--- src/rtl/stack_alu_pkg.sv ---
// Shared types and per-opcode constants for the operand-stack ALU.
// Opcode depth rules live here so the top only compares numbers.
package stack_alu_pkg;

  typedef enum logic [2:0] {
    OP_PUSH = 3'd0,
    OP_ADD  = 3'd1,
    OP_SUB  = 3'd2,
    OP_AND  = 3'd3,
    OP_OR   = 3'd4,
    OP_XOR  = 3'd5,
    OP_DUP  = 3'd6,
    OP_DROP = 3'd7
  } op_e;

  typedef enum logic [2:0] {
    S_IDLE,
    S_POP_B,
    S_POP_A,
    S_EXEC,
    S_PUSH_R,
    S_PUSH_2,
    S_DONE
  } state_e;

  localparam logic [1:0] ERR_NONE  = 2'd0;
  localparam logic [1:0] ERR_UNDER = 2'd1;
  localparam logic [1:0] ERR_OVER  = 2'd2;

  function automatic logic [1:0] op_need(op_e op);
    case (op)
      OP_PUSH: return 2'd0;
      OP_DUP,
      OP_DROP: return 2'd1;
      default: return 2'd2;
    endcase
  endfunction

  function automatic logic signed [1:0] op_delta(op_e op);
    case (op)
      OP_PUSH,
      OP_DUP:  return 2'sd1;
      default: return -2'sd1;
    endcase
  endfunction

endpackage

--- src/rtl/stack_alu_exec.sv ---
// Combinational ALU core: R = A op B, modulo 2^W.
// A is the deeper stack operand.
module stack_alu_exec
  import stack_alu_pkg::*;
#(
  parameter int W = 8
) (
  input  logic [2:0]   op,
  input  logic [W-1:0] a,
  input  logic [W-1:0] b,
  output logic [W-1:0] r
);

  always_comb begin
    r = '0;
    case (op_e'(op))
      OP_ADD:  r = a + b;
      OP_SUB:  r = a - b;
      OP_AND:  r = a & b;
      OP_OR:   r = a | b;
      OP_XOR:  r = a ^ b;
      default: r = '0;
    endcase
  end

endmodule

--- src/rtl/stack_alu.sv ---
// Operand-stack execution unit: sequences pops/pushes per opcode
// against an external stack, with a shadow depth for early rejection.
module stack_alu
  import stack_alu_pkg::*;
#(
  parameter int W     = 8,
  parameter int DEPTH = 16
) (
  input  logic                         clk,
  input  logic                         rst_n,
  input  logic                         cmd_valid,
  output logic                         cmd_ready,
  input  logic [2:0]                   cmd_op,
  input  logic [W-1:0]                 cmd_imm,
  output logic                         stk_push,
  output logic                         stk_pop,
  output logic [W-1:0]                 stk_wdata,
  input  logic [W-1:0]                 stk_rdata,
  input  logic                         stk_done,
  output logic                         res_valid,
  output logic [W-1:0]                 res_data,
  output logic                         err,
  output logic [1:0]                   err_code,
  output logic [$clog2(DEPTH+1)-1:0]   depth
);

  localparam int DW = $clog2(DEPTH+1);
  localparam logic [DW-1:0] DMAX = DW'(DEPTH);

  state_e         state_q, state_d;
  op_e            op_q, op_d, op_in;
  logic [W-1:0]   a_q, a_d, b_q, b_d;
  logic [W-1:0]   wdata_q, wdata_d;
  logic [W-1:0]   res_q, res_d;
  logic [DW-1:0]  depth_q, depth_d;
  logic           err_q, err_d;
  logic [1:0]     errc_q, errc_d;
  logic [W-1:0]   alu_r;
  logic           under, over;

  stack_alu_exec #(.W(W)) u_exec (
    .op (op_q),
    .a  (a_q),
    .b  (b_q),
    .r  (alu_r)
  );

  assign op_in = op_e'(cmd_op);
  assign under = depth_q < DW'(op_need(op_in));
  assign over  = (op_delta(op_in) == 2'sd1) && (depth_q == DMAX);

  always_comb begin
    state_d = state_q;
    op_d    = op_q;
    a_d     = a_q;
    b_d     = b_q;
    wdata_d = wdata_q;
    res_d   = res_q;
    depth_d = depth_q;
    err_d   = 1'b0;
    errc_d  = ERR_NONE;
    case (state_q)
      S_IDLE: begin
        if (cmd_valid) begin
          op_d = op_in;
          if (under) begin
            err_d  = 1'b1;
            errc_d = ERR_UNDER;
          end else if (over) begin
            err_d  = 1'b1;
            errc_d = ERR_OVER;
          end else begin
            case (op_in)
              OP_PUSH: begin
                wdata_d = cmd_imm;
                state_d = S_PUSH_R;
              end
              OP_DUP,
              OP_DROP: state_d = S_POP_A;
              default: state_d = S_POP_B;
            endcase
          end
        end
      end
      S_POP_B: begin
        if (stk_done) begin
          b_d     = stk_rdata;
          depth_d = depth_q - 1'b1;
          state_d = S_POP_A;
        end
      end
      S_POP_A: begin
        if (stk_done) begin
          a_d     = stk_rdata;
          depth_d = depth_q - 1'b1;
          case (op_q)
            OP_DUP: begin
              wdata_d = stk_rdata;
              state_d = S_PUSH_R;
            end
            OP_DROP: begin
              res_d   = stk_rdata;
              state_d = S_DONE;
            end
            default: state_d = S_EXEC;
          endcase
        end
      end
      S_EXEC: begin
        wdata_d = alu_r;
        state_d = S_PUSH_R;
      end
      S_PUSH_R: begin
        if (stk_done) begin
          depth_d = depth_q + 1'b1;
          if (op_q == OP_DUP) begin
            state_d = S_PUSH_2;
          end else begin
            res_d   = wdata_q;
            state_d = S_DONE;
          end
        end
      end
      S_PUSH_2: begin
        if (stk_done) begin
          depth_d = depth_q + 1'b1;
          res_d   = wdata_q;
          state_d = S_DONE;
        end
      end
      S_DONE:  state_d = S_IDLE;
      default: state_d = S_IDLE;
    endcase
  end

  always_ff @(posedge clk) begin
    if (!rst_n) begin
      state_q <= S_IDLE;
      op_q    <= OP_PUSH;
      a_q     <= '0;
      b_q     <= '0;
      wdata_q <= '0;
      res_q   <= '0;
      depth_q <= '0;
      err_q   <= 1'b0;
      errc_q  <= ERR_NONE;
    end else begin
      state_q <= state_d;
      op_q    <= op_d;
      a_q     <= a_d;
      b_q     <= b_d;
      wdata_q <= wdata_d;
      res_q   <= res_d;
      depth_q <= depth_d;
      err_q   <= err_d;
      errc_q  <= errc_d;
    end
  end

  assign cmd_ready = (state_q == S_IDLE);
  assign stk_pop   = (state_q == S_POP_B) || (state_q == S_POP_A);
  assign stk_push  = (state_q == S_PUSH_R) || (state_q == S_PUSH_2);
  assign stk_wdata = wdata_q;
  assign res_valid = (state_q == S_DONE);
  assign res_data  = res_q;
  assign err       = err_q;
  assign err_code  = errc_q;
  assign depth     = depth_q;

endmodule
--- config.mk ---
export PLATFORM = sky130hd
export DESIGN_NAME = stack_alu
export DESIGN_NICKNAME = d
export VERILOG_FILES = /design/src/rtl/stack_alu_pkg.sv /design/src/rtl/stack_alu_exec.sv /design/src/rtl/stack_alu.sv
export SDC_FILE = /design/constraint.sdc
export NUM_CORES = 1
export LEC_CHECK = 0
export ABC_AREA = 1
export BUFFER_PORTS_ARGS = -buffer_cell sky130_fd_sc_hd__buf_2
export CORE_AREA = 2 2 71 99
export CTS_CLUSTER_SIZE = 10
export DETAILED_ROUTE_END_ITERATION = 12
export DIE_AREA = 0 0 73 101
export PLACE_DENSITY = 0.85
export SLEW_MARGIN = 10
export SYNTH_ARGS = -nofsm -noshare
export SYNTH_HDL_FRONTEND = slang
export SYNTH_SLANG_ARGS = --single-unit
--- constraint.sdc ---
create_clock -name clk -period 2.2 [get_ports clk]
set_clock_uncertainty 0.2 [all_clocks]
set_input_delay 0.44 -clock clk [delete_from_list [all_inputs] [get_ports clk]]
set_output_delay 0.44 -clock clk [all_outputs]
set_load 0.02 [all_outputs]
## Word-level counts from Yosys, hierarchy flattened

Cells that the tools add are included.

| operators by class | value |
|---|---|
| $add $sub $neg | 4 |
| $lt $le $gt $ge | 1 |
| eq/ne operators | 30 |
| mux-type cells | 34 |
| bitwise gates (word level) | 6 |
| reductions and logical operators | 21 |

Operators by type and width:

| operator | count |
|---|---|
| $mux 8 | 11 |
| $pmux 8 s3 | 2 |
| $pmux 8 s5 | 1 |
| $eq 3x3->1 const B | 9 |
| $mux 3 | 7 |
| $ne 2x2->1 const B | 9 |
| $pmux 3 s6 | 1 |
| $reduce_and 7->1 | 2 |
| $eq 3x2->1 const B | 4 |
| $pmux 3 s2 | 2 |
| $mux 5 | 2 |
| $pmux 5 s2 | 1 |
| $add 8x8->8 | 1 |
| $and 8x8->8 | 1 |
| $ne 2x1->1 const B | 4 |
| $or 8x8->8 | 1 |
| $reduce_or 2->1 | 4 |
| $sub 8x8->8 | 1 |
| $xor 8x8->8 | 1 |
| $eq 3x1->1 const B | 2 |
| $logic_not 3->1 | 2 |
| $mux 2 | 3 |
| $reduce_and 2->1 | 3 |
| $reduce_and 3->1 | 2 |
| 14 further kinds | 20 |

| word-level totals | value |
|---|---|
| register bits | 46 |
| input bits | 23 |
| output and inout port bits | 28 |
| word-level logic and storage cells | 106 |

## Logic depth before layout (Yosys ltp)

Gate-level depths: netlist of the first run.

| logic depth | value |
|---|---|
| word-level depth | 9 |
| depth in mapped cells | 18 |
| depth with buffers taken out | 18 |

## Modules after synthesis

Synthesis of the first run repeated with hierarchy kept, for this count alone.

| second synthesis, totals | value |
|---|---|
| cell total of the unflattened synthesis | 501 |
| area, all modules | 3339.5 um^2 |

Modules (own cells, without submodules):

| module | times used | cells an instance | area an instance (um^2) | seq. area each (um^2) |
|---|---|---|---|---|
| stack_alu | 1 | 338 | 2362.3 | 920.9 |
| stack_alu_exec | 1 | 163 | 977.2 | 0.0 |

## Worst setup path after synthesis of the first run

Ideal clock, no wire load.

| path | value |
|---|---|
| path type | reg-to-reg |
| start point | register b_q[0] |
| end point | register wdata_q[5] (netlist: stk_wdata[5]) |
| library setup time | 0.115 ns |
| data arrival time | 2.001 ns |
| required time | 1.885 ns |
| setup slack | -0.116 ns |
| cell stages (with the launch flop) | 17 |
| path buffers | 0 |
| clock period less this slack | 2.316 ns |
| path through | dfxtp_1 -> inv_1 -> ha_1 -> inv_1 -> nor3_1 -> inv_1 -> nand2_1 -> xor2_1 -> ha_1 -> nand2_1 -> or2_2 -> nand3_1 -> nand2_1 -> nand3_1 -> nand2_1 -> a21oi_1 -> nor2_1 |

| between the ends | value |
|---|---|
| cells in the longest elaborated chain, start to end | 3 |
| elaborated cells on any way between the ends | 4 |
| classes of those cells | 2 x add/sub; 2 x mux |

RTL lines:

| what | line | text |
|---|---|---|
| start, declared | stack_alu.sv:32 | `logic [W-1:0] a_q, a_d, b_q, b_d;` |
| start signal, assigned | stack_alu.sv:141 | `b_q <= '0;` |
| start signal, assigned | stack_alu.sv:151 | `b_q <= b_d;` |
| $sub 8x8->8 or $add 8x8->8 (tied branches) | stack_alu_exec.sv:18, stack_alu_exec.sv:17 |  |
| $pmux 8 s5 (*) | stack_alu_exec.sv:16 | `case (op_e'(op))` |
| $pmux 8 s3 (*) | stack_alu.sv:62 | `case (state_q)` |
| end signal, assigned | stack_alu.sv:152 | `wdata_q <= wdata_d;` |
| end, declared | stack_alu.sv:33 | `logic [W-1:0] wdata_q, wdata_d;` |

Every way passes the cells marked *; elsewhere a longest branch is shown, timed or not.
A chain may end at the register's enable or synchronous reset.

## Worst setup path in the final report of the first run

| path | value |
|---|---|
| start point | register b_q[1] |
| end point | register wdata_q[5] (netlist: stk_wdata[5]) |

Same word-level chain as after synthesis.

==> results of run 1 <==
## flip-flops by register name, indices dropped and copies added (netlist names)
name / flops
a_q: 8
b_q: 8
res_data: 8
stk_wdata: 8
depth: 5
op_q: 3
state_q: 3
err_code: 2
err: 1
## timing repair
| item | in CTS | in global routing |
|---|---|---|
| pin swaps | 12 | 6 |
| resized for setup | 19 | 18 |
| hold endpoints to repair | 0 | 0 |
| setup buffers | 2 | 1 |
| cloned | 0 | 0 |
| endpoints found under the setup margin | 7 | 8 |
| hold buffers | 0 | 0 |
## power groups by stage
| stage | sequential, mW | clock (mW) | combinational [mW] |
|---|---|---|---|
| global route | 1.27 | 0.592 | 3.80 |
| detailed placement | 1.25 | 0 | 2.97 |
| global placement | 1.24 | 0 | 2.87 |
| floorplan | 1.40 | 0 | 1.92 |
| finish | 1.25 | 0.562 | 3.47 |
| CTS | 1.24 | 0.562 | 3.21 |
## cell type report
type                    instances  area (sq um)  area share [%]
well taps                      74          92.6            2.33
repair buffers                 83           502            12.6
multi-input cells             349          2110            53.1
clock buffers                   6          82.6            2.08
clock inverters                 2          12.5           0.315
inverters                      63           246            6.21
flip-flops and latches         46           926            23.3
## how the worst max path moves through the flow
stage,startpoint,end,slack [ps]
3_3_place_gp,b_q[0]$_SDFFE_PN0P_,stk_wdata[5]$_SDFFE_PN0P_,-200
5_1_grt,b_q[1]$_SDFFE_PN0P_,stk_wdata[6]$_SDFFE_PN0P_,-360
6_report,b_q[1]$_SDFFE_PN0P_,stk_wdata[5]$_SDFFE_PN0P_,-250
4_1_cts,b_q[1]$_SDFFE_PN0P_,stk_wdata[4]$_SDFFE_PN0P_,-150
3_5_place_dp,b_q[1]$_SDFFE_PN0P_,stk_wdata[5]$_SDFFE_PN0P_,-270
2_1_floorplan,b_q[0]$_SDFFE_PN0P_,stk_wdata[5]$_SDFFE_PN0P_,-30
## layer usage
metal  up-vias  GRT usage (%)  wire, microns
li1       1687              -              -
met1      1537           26.5           3510
met2       114           43.9           4610
met3        21           2.20            335
met4         0           8.69            202
met5         -              0              0
## metrics by stage
stage | worst slack [ps] | power, mW | cells | util, % | setup TNS (ps)
floorplan | -29.1 | 3.32 | 465 | - | -29.1
global placement | -205 | 4.11 | 612 | 56.9 | -510
detailed placement | -273 | 4.22 | 612 | 56.9 | -946
CTS | -151 | 5.01 | 622 | 59.6 | -678
global route | -360 | 5.66 | 623 | 60.8 | -1730
finish | -252 | 5.27 | 623 | 60.8 | -1010
## layout by cell type (no fill, tap or decap), types with 6 or more instances in the layout
cell	netlist	final
nor2_1	43	42
nand3_1	23	18
nand4_1	8	8
inv_1	56	51
clkbuf_8	0	6
nand2_1	105	99
o21ai_1	8	9
a21oi_1	44	39
inv_2	5	9
dfxtp_1	46	42
o21ai_0	45	43
buf_4	0	32
ha_1	28	24
buf_2	2	50
xor2_1	7	6
nand2_2	1	6
## worst max-delay path: stages (launching register included)
cell	delay, ps
dfxtp_2	350
inv_2	70
ha_4	140
inv_4	40
nor3_4	130
inv_1	90
nand2_2	60
xor2_1	170
ha_2	330
nand2_2	90
inv_1	40
nand4_1	110
nand4_1	150
nand3_2	130
nand2_2	70
a21oi_2	130
nor2_1	50
## cell families (layout without fill, tap and decap cells)
| group | after synthesis | after routing | share of synthesized area, % |
|---|---|---|---|
| flops | 46 | 46 | 29.3 |
| xor+xnor | 8 | 8 | 2.23 |
| buf+inv | 70 | 154 | 8.68 |
| compound gates | 111 | 111 | 19.3 |
| simple gates | 200 | 200 | 28.1 |
| fa+ha+maj | 30 | 30 | 12.4 |
==> flow_metrics.tcl, run 1 <==
set metrics [dict create \
    status "complete, but fails checks" \
    violations "setup timing" \
    syn-cell-area_sq_um 3140 \
    grt-ovfl-total 0 \
    fmax_mhz 408 \
    clock_power_share_pct 10.7 \
    worst_r2r_path_depth 16 \
    yosysMostFrequentCell "nand2_1" \
    syn_nets 518 \
    switching_share_pct 49.3 \
    final_cell_area_sq_um 3970 \
    ys_seq_elements 46 \
    root_buffer "clkbuf_8" \
    hold_viol 0 \
    p_sw_mw 2.60 \
    final_nets 601 \
    io_pins 51 \
    r2r_end "stk_wdata[5]$_SDFFE_PN0P_" \
    clkSlewWorstSetupHoldPaths_ps 100 \
    worstPathRequired_ps 2210 \
    clockBufferDepth 2 \
    holdPathEnd "b_q[0]$_SDFFE_PN0P_" \
    die_h_microns 101 \
    fin_ws_ps -252 \
    htree_levels 2 \
    syn_avg_cell_area_sq_um 6.76 \
    synth_area_leaders "dfxtp_1 (29%), nand2_1 (13%), ha_1 (11%)" \
    nFillCells 549 \
    seq_area_frac_synth_pct 29.3 \
    r2r-start "b_q[1]$_SDFFE_PN0P_" \
    async_flop_share_pct 0 \
    holdCritStartpoint "stk_rdata[0]" \
    arrival_ps 2460 \
    grt_first_pass_wirelength_microns 13800 \
    coreArea_sq_um 6530 \
    cts_sinks 46 \
    drt-pass1-iter-count 7 \
    drive_above_1_share_pct 27.1 \
    fin_hold_ws_ps 249 \
    setup_viol 6 \
    tritoncts "yes" \
    power_leakage_nw 1.96 \
    grt_pass1_vias 3176 \
    place_area_sq_um 3710 \
    synth-main-ff-cell "dfxtp_1" \
    ys_warn_count 0 \
    die_w_microns 73 \
    power_frac_seq_pct 23.6 \
    synth_cell_types 38 \
    initial_core_util_pct 48.2 \
    start_kind "flop" \
    hold_class "input pin to flop" \
    fin_crit_sh_pct 111 \
    drtAntennaViolNets 0 \
    cts_buffers 5 \
    dp_hpwl_microns 6580 \
    vias_per_cell 5.39 \
    p_int_mw 2.67 \
    diodes 0 \
    cp-end-kind "flop" \
    crit_type "flop to flop" \
    syn_to_final_growth_pct 26.3 \
    rsz0062_at_grt "yes" \
    track_usage_pct 23.4 \
    wl_per_cell_microns 13.9 \
    worstHoldPathCells 3 \
    synth_top_area_cell "dfxtp_1" \
    comb_power_share_pct 65.7 \
    regToRegSetupSlack_ps -250 \
    synth_edf_count 0 \
    powerDensity_nw_per_um2 1330 \
    antenna_found_initial 0 \
    maxCapViolations 0 \
    drt-total-wl_microns 8660 \
    synthTopCellsByCount "nand2_1 (105), inv_1 (56), dfxtp_1 (46)" \
    max_slew_margin_pct 69.6 \
    port_buffers 50 \
    slew_violations 0 \
    critPathMaxFanout 4 \
    max-vdd-ir-drop_v 0.000782 \
    yosysTopAreaCellShare_pct 29.3 \
    dieArea_sq_um 7370 \
    drtIter0Drc 165 \
    timing.final.crit_period_ps 2450 \
    drc 0 \
    syn_inst 465 \
    clk_latency_ps 310 \
    grt_start_max_net_pins 22 \
    vias 3359 \
    rows 35 \
    gp_congestion 0.868 \
    worstMarginPinSlew_ps 456 \
]
Power figures use the tool's default switching activity.
==> run 2: changes to the inputs <==
--- a/config.mk
+++ b/config.mk
@@ -5,12 +5,11 @@
 export SDC_FILE = /design/constraint.sdc
 export NUM_CORES = 1
 export LEC_CHECK = 0
-export ABC_AREA = 1
 export BUFFER_PORTS_ARGS = -buffer_cell sky130_fd_sc_hd__buf_2
-export CORE_AREA = 2 2 71 99
+export CORE_AREA = 2 2 71 100
 export CTS_CLUSTER_SIZE = 10
 export DETAILED_ROUTE_END_ITERATION = 12
-export DIE_AREA = 0 0 73 101
+export DIE_AREA = 0 0 73 102
 export PLACE_DENSITY = 0.85
 export SLEW_MARGIN = 10
 export SYNTH_ARGS = -nofsm -noshare
==> flow_metrics.tcl, run 2 <==
set metrics [dict create \
    status "complete, but fails checks" \
    violations "setup timing" \
    rows 35 \
    power_frac_seq_pct 22.3 \
    grt_first_pass_wirelength_microns 16300 \
    vias_per_cell 6.14 \
    crit_type "flop to flop" \
    syn_avg_cell_area_sq_um 7.97 \
    track_usage_pct 27.7 \
    power_leakage_nw 1.83 \
    die_w_microns 73 \
    fmax_mhz 360 \
    r2r_end "stk_wdata[6]$_SDFFE_PN0P_" \
    clock_power_share_pct 12.8 \
    port_buffers 50 \
    synth_compound_area_share_pct 23.8 \
    synthTopCellsByCount "nor2_1 (48), dfxtp_1 (46), nand2_1 (43)" \
    syn_to_final_growth_pct 35.3 \
    antenna_found_initial 0 \
    holdCritStartpoint "stk_rdata[2]" \
    setup_viol 7 \
    drive_above_1_share_pct 35.5 \
    tritoncts "yes" \
    cp-end-kind "flop" \
    yosysMostFrequentCell "nor2_1" \
    final_nets 554 \
    grt_pass1_vias 3488 \
    powerDensity_nw_per_um2 1220 \
    wl_met1_microns 3860 \
    post-route-util_pct 66.0 \
    regToRegSetupSlack_ps -580 \
    p_int_mw 2.92 \
    wl_per_cell_microns 18.0 \
    arrival_ps 2820 \
    power_mw 5.25 \
    drtIter0Drc 270 \
    worstMarginPinSlew_ps 481 \
    cts_sinks 46 \
    synth_top_area_cell "dfxtp_1" \
    max-vdd-ir-drop_v 0.00102 \
    synth_xor_area_share_pct 3.86 \
    switching_share_pct 44.4 \
    worstPathRequired_ps 2250 \
    wl_met2_microns 5310 \
    rsz0062_at_grt "yes" \
    synth-simple-area-share_pct 20.1 \
    fin_ws_ps -575 \
    synth_top_family_by_area "compound AO/OA/AOI/OAI gates" \
    synth-main-ff-cell "dfxtp_1" \
    fin_hold_ws_ps 191 \
    die_h_microns 102 \
    seq_area_frac_synth_pct 29.0 \
    vias 3539 \
    synth_cell_types 60 \
    grt_start_max_net_pins 17 \
    slew_violations 0 \
    drt-total-wl_microns 10400 \
    syn_nets 452 \
    hold_viol 0 \
    worstHoldPathCells 3 \
    yosysTopAreaCellShare_pct 29.0 \
    grt-ovfl-total 0 \
    r2r-start "op_q[0]$_SDFFE_PN0P_" \
    clkSlewWorstSetupHoldPaths_ps 100 \
    diodes 0 \
    comb_power_share_pct 64.9 \
    max_slew_margin_pct 67.5 \
    worst_r2r_path_depth 10 \
    dr_wl_met3_microns 787 \
    holdPathEnd "a_q[2]$_SDFFE_PN0P_" \
    clockBufferDepth 2 \
    hold_class "input pin to flop" \
    synth_edf_count 0 \
    timing.final.crit_period_ps 2780 \
    ys_warn_count 0 \
    initial_core_util_pct 48.7 \
    ys_seq_elements 46 \
    start_kind "flop" \
    fin_crit_sh_pct 126 \
    critPathMaxFanout 3 \
    drtAntennaViolNets 0 \
    final_common_cell "buf_4" \
    maxUsedRoutingLayer "met4" \
    maxCapViolations 0 \
    syn-cell-area_sq_um 3180 \
    synth_fa_ha_area_share_pct 12.3 \
    dieArea_sq_um 7450 \
    cts_buffers 5 \
    drc 0 \
    drt-pass1-iter-count 5 \
    p_sw_mw 2.33 \
    syn_inst 399 \
    synth_area_leaders "dfxtp_1 (29%), ha_1 (11%), nor2_1 (5.7%)" \
    gp_congestion 0.918 \
    coreArea_sq_um 6530 \
    most-common-layout-cells "buf_4 (64), buf_2 (50), nor2_1 (46)" \
    clk_latency_ps 310 \
    htree_levels 2 \
    io_pins 51 \
    dp_hpwl_microns 7140 \
    async_flop_share_pct 0 \
    synthMuxAreaShare_pct 4.13 \
    root_buffer "clkbuf_8" \
    postCtsHoldBufs 0 \
]
run 2: final cells by class:
class	count	area, sq um
Timing Repair Buffer	119	796
Clock buffer	5	68.8
Sequential cell	46	930
Multi-Input combinational cell	300	2260
Tap cell	74	92.6
Inverter	29	111
Clock inverter	3	43.8
Fill cell	448	2220
run 2: worst max-delay path by stage:
stage | startpoint | end | cells past startpoint
3_3_place_gp | op_q[2]$_SDFFE_PN0P_ | stk_wdata[6]$_SDFFE_PN0P_ | 9
2_1_floorplan | op_q[2]$_SDFFE_PN0P_ | stk_wdata[3]$_SDFFE_PN0P_ | 11
4_1_cts | op_q[2]$_SDFFE_PN0P_ | stk_wdata[3]$_SDFFE_PN0P_ | 10
5_1_grt | b_q[0]$_SDFFE_PN0P_ | stk_wdata[6]$_SDFFE_PN0P_ | 12
3_5_place_dp | b_q[1]$_SDFFE_PN0P_ | stk_wdata[6]$_SDFFE_PN0P_ | 10
6_report | op_q[0]$_SDFFE_PN0P_ | stk_wdata[6]$_SDFFE_PN0P_ | 10
run 2: through the flow:
stage / setup WS (ps) / area [sq um] / TNS [ps] / std cells
2_1_floorplan: -507 / 3310 / -2540 / 399
3_3_place_gp: -385 / 4010 / -3110 / 563
3_5_place_dp: -488 / 4010 / -3780 / 563
4_1_cts: -485 / 4210 / -2500 / 575
5_1_grt: -657 / 4300 / -3570 / 576
6_report: -575 / 4300 / -3040 / 576
run 2: logic make-up (layout without fill, tap and decap cells):
kind of cell / count (synthesis) / in the layout
fa+ha+maj: 30 / 30
compound gates: 109 / 109
buf+inv: 53 / 156
flops: 46 / 46
simple gates: 134 / 134
mux: 13 / 13
xor+xnor: 14 / 14
run 2: power by group through the flow:
stage	Combinational (mW)	Sequential (mW)	Clock [mW]
after global routing	3.64	1.19	0.691
after floorplan	1.85	1.32	0
after CTS	3.16	1.16	0.669
final	3.41	1.17	0.672
after detailed placement	2.94	1.17	0
after global placement	2.80	1.16	0
run 2: metal layers:
metal	vias up	track usage, %
met3	39	3.45
li1	1610	-
met4	0	15.1
met2	224	48.4
met5	-	0
met1	1666	32.3
run 2: what timing repair did:
action                     4_1_cts  5_1_grt
buffers inserted                 4        1
pin swaps                       14        8
resized for setup               19       21
hold endpoints to repair         0        0
setup endpoints to repair       11       11
run 2: worst max-delay path, stage by stage (launching register included):
cell and delay, ps:
dfxtp_2 340, nor3b_4 320, nor2_1 90, xnor2_1 140, ha_1 330, nor2b_4 150, o31a_1 290, o21a_1 220
o21ai_2 130, or3b_4 380, a31oi_1 120
==> run 3: changes to the inputs <==
--- a/config.mk
+++ b/config.mk
@@ -10,6 +10,7 @@
 export CTS_CLUSTER_SIZE = 10
 export DETAILED_ROUTE_END_ITERATION = 12
 export DIE_AREA = 0 0 73 102
+export MAX_ROUTING_LAYER = met4
 export PLACE_DENSITY = 0.85
 export SLEW_MARGIN = 10
 export SYNTH_ARGS = -nofsm -noshare
==> flow_metrics.tcl, run 3 (same netlist as run 2, synthesis figures left out) <==
set metrics [dict create \
    gp_congestion 0.934 \
    drc 0 \
    coreArea_sq_um 6530 \
    gr-usage-met3_pct 3.35 \
    powerDensity_nw_per_um2 1230 \
    holdCritStartpoint "stk_rdata[2]" \
    r2r_end "stk_wdata[6]$_SDFFE_PN0P_" \
    violations "setup timing" \
    tritoncts "yes" \
    maxCapViolations 0 \
    max_slew_margin_pct 66.6 \
    arrival_ps 2830 \
    wl_per_cell_microns 18.7 \
    start_kind "flop" \
    fmax_mhz 360 \
    nFillCells 437 \
    worst_r2r_path_depth 11 \
    port_buffers 50 \
    worstPathRequired_ps 2250 \
    slew_violations 0 \
    post-route-util_pct 66.5 \
    worstHoldPathCells 3 \
    r2r-start "op_q[0]$_SDFFE_PN0P_" \
    die_h_microns 102 \
    io_pins 51 \
    stdcell_count 577 \
    busiest_layer "met2" \
    final_common_cell "buf_4" \
    final_nets 555 \
    cts_buffers 5 \
    grt_first_pass_wirelength_microns 16200 \
    postCtsHoldBufs 0 \
    crit_type "flop to flop" \
    max-vdd-ir-drop_v 0.00102 \
    initial_core_util_pct 48.7 \
    grt_pass1_vias 3490 \
    clkSlewWorstSetupHoldPaths_ps 100 \
    track_usage_pct 28.5 \
    drtIter0Drc 301 \
    timing.final.crit_period_ps 2780 \
    root_buffer "clkbuf_8" \
    rows 35 \
    status "complete, but fails checks" \
    cts_sinks 46 \
    drtAntennaViolNets 0 \
    rsz0062_at_grt "yes" \
    clk_latency_ps 310 \
    diodes 0 \
    clockBufferDepth 2 \
    use_met2_pct 48.6 \
    power_leakage_nw 1.84 \
    regArea_sq_um 930 \
    dp_hpwl_microns 7140 \
    dp.cells 563 \
    syn_to_final_growth_pct 36.5 \
    fin_ws_ps -577 \
    drt-pass1-iter-count 5 \
    multi_input_area_sq_um 2290 \
    vias_per_cell 6.16 \
    hold_viol 0 \
    use_met1_pct 32.3 \
    holdPathEnd "a_q[2]$_SDFFE_PN0P_" \
    drive_above_1_share_pct 36.0 \
    cp-end-kind "flop" \
    grt_start_max_net_pins 17 \
    antenna_found_initial 0 \
    critPathMaxFanout 5 \
    most-common-layout-cells "buf_4 (64), buf_2 (50), nor2_1 (45)" \
    dieArea_sq_um 7450 \
    vias 3555 \
    regToRegSetupSlack_ps -580 \
    hold_class "input pin to flop" \
    worstMarginPinSlew_ps 499 \
    die_w_microns 73 \
    drt-total-wl_microns 10800 \
    crit_start "op_q[0]$_SDFFE_PN0P_" \
    setup_viol 7 \
    grt-ovfl-total 0 \
    htree_levels 2 \
    fin_crit_sh_pct 126 \
]
run 3: layout make-up:
class | instances | share of cell area (%)
multi-input combinational | 300 | 52.7
timing repair buffer | 120 | 18.6
sequential | 46 | 21.4
tap | 74 | 2.13
clock buffer | 5 | 1.59
inverter | 29 | 2.56
clock inverter | 3 | 1.01
run 3: report_power, final:
group	internal, mW	switching (mW)
clock	0.341	0.331
sequential	1.02	0.152
combinational	1.59	1.91
run 3: layer usage:
layer  part of all wire, %  routed length, microns  up-vias
met4                   4.1                     440        0
met5                     0                       0        -
li1                      -                       -     1608
met2                    51                    5540      221
met1                    36                    3880     1675
met3                   8.5                     914       51
run 3: how the worst max path moves through the flow:
stage                                      to  slack, ps
finish              stk_wdata[6]$_SDFFE_PN0P_       -580
global route        stk_wdata[7]$_SDFFE_PN0P_       -670
CTS                 stk_wdata[3]$_SDFFE_PN0P_       -480
detailed placement  stk_wdata[6]$_SDFFE_PN0P_       -490
global placement    stk_wdata[6]$_SDFFE_PN0P_       -390
floorplan           stk_wdata[3]$_SDFFE_PN0P_       -510
run 3: stage by stage:
stage	setup WS (ps)	instance area [sq um]	hold WS, ps	power, mW	TNS, ps
3_3_place_gp	-385	4010	264	3.97	-3110
4_1_cts	-485	4210	188	4.99	-2500
5_1_grt	-672	4340	204	5.62	-3660
3_5_place_dp	-488	4010	273	4.11	-3780
2_1_floorplan	-507	3310	254	3.17	-2540
6_report	-577	4340	190	5.35	-2950
run 3: timing repair:
| action | 4_1_cts | 5_1_grt |
|---|---|---|
| pin swaps | 14 | 10 |
| endpoints found under the setup margin | 11 | 11 |
| hold endpoints to repair | 0 | 0 |
| setup buffers | 4 | 2 |
| gates resized for setup | 19 | 27 |
run 3: critical path, cell delays in order, from the launching register on:
cell     delay, ps
dfxtp_2        340
nor3b_4        310
buf_6          170
nor2_4          40
xnor2_2        140
ha_1           340
o21a_1         200
o31a_1         120
o21a_1         210
o21ai_2        140
or3b_4         380
a31oi_1        120
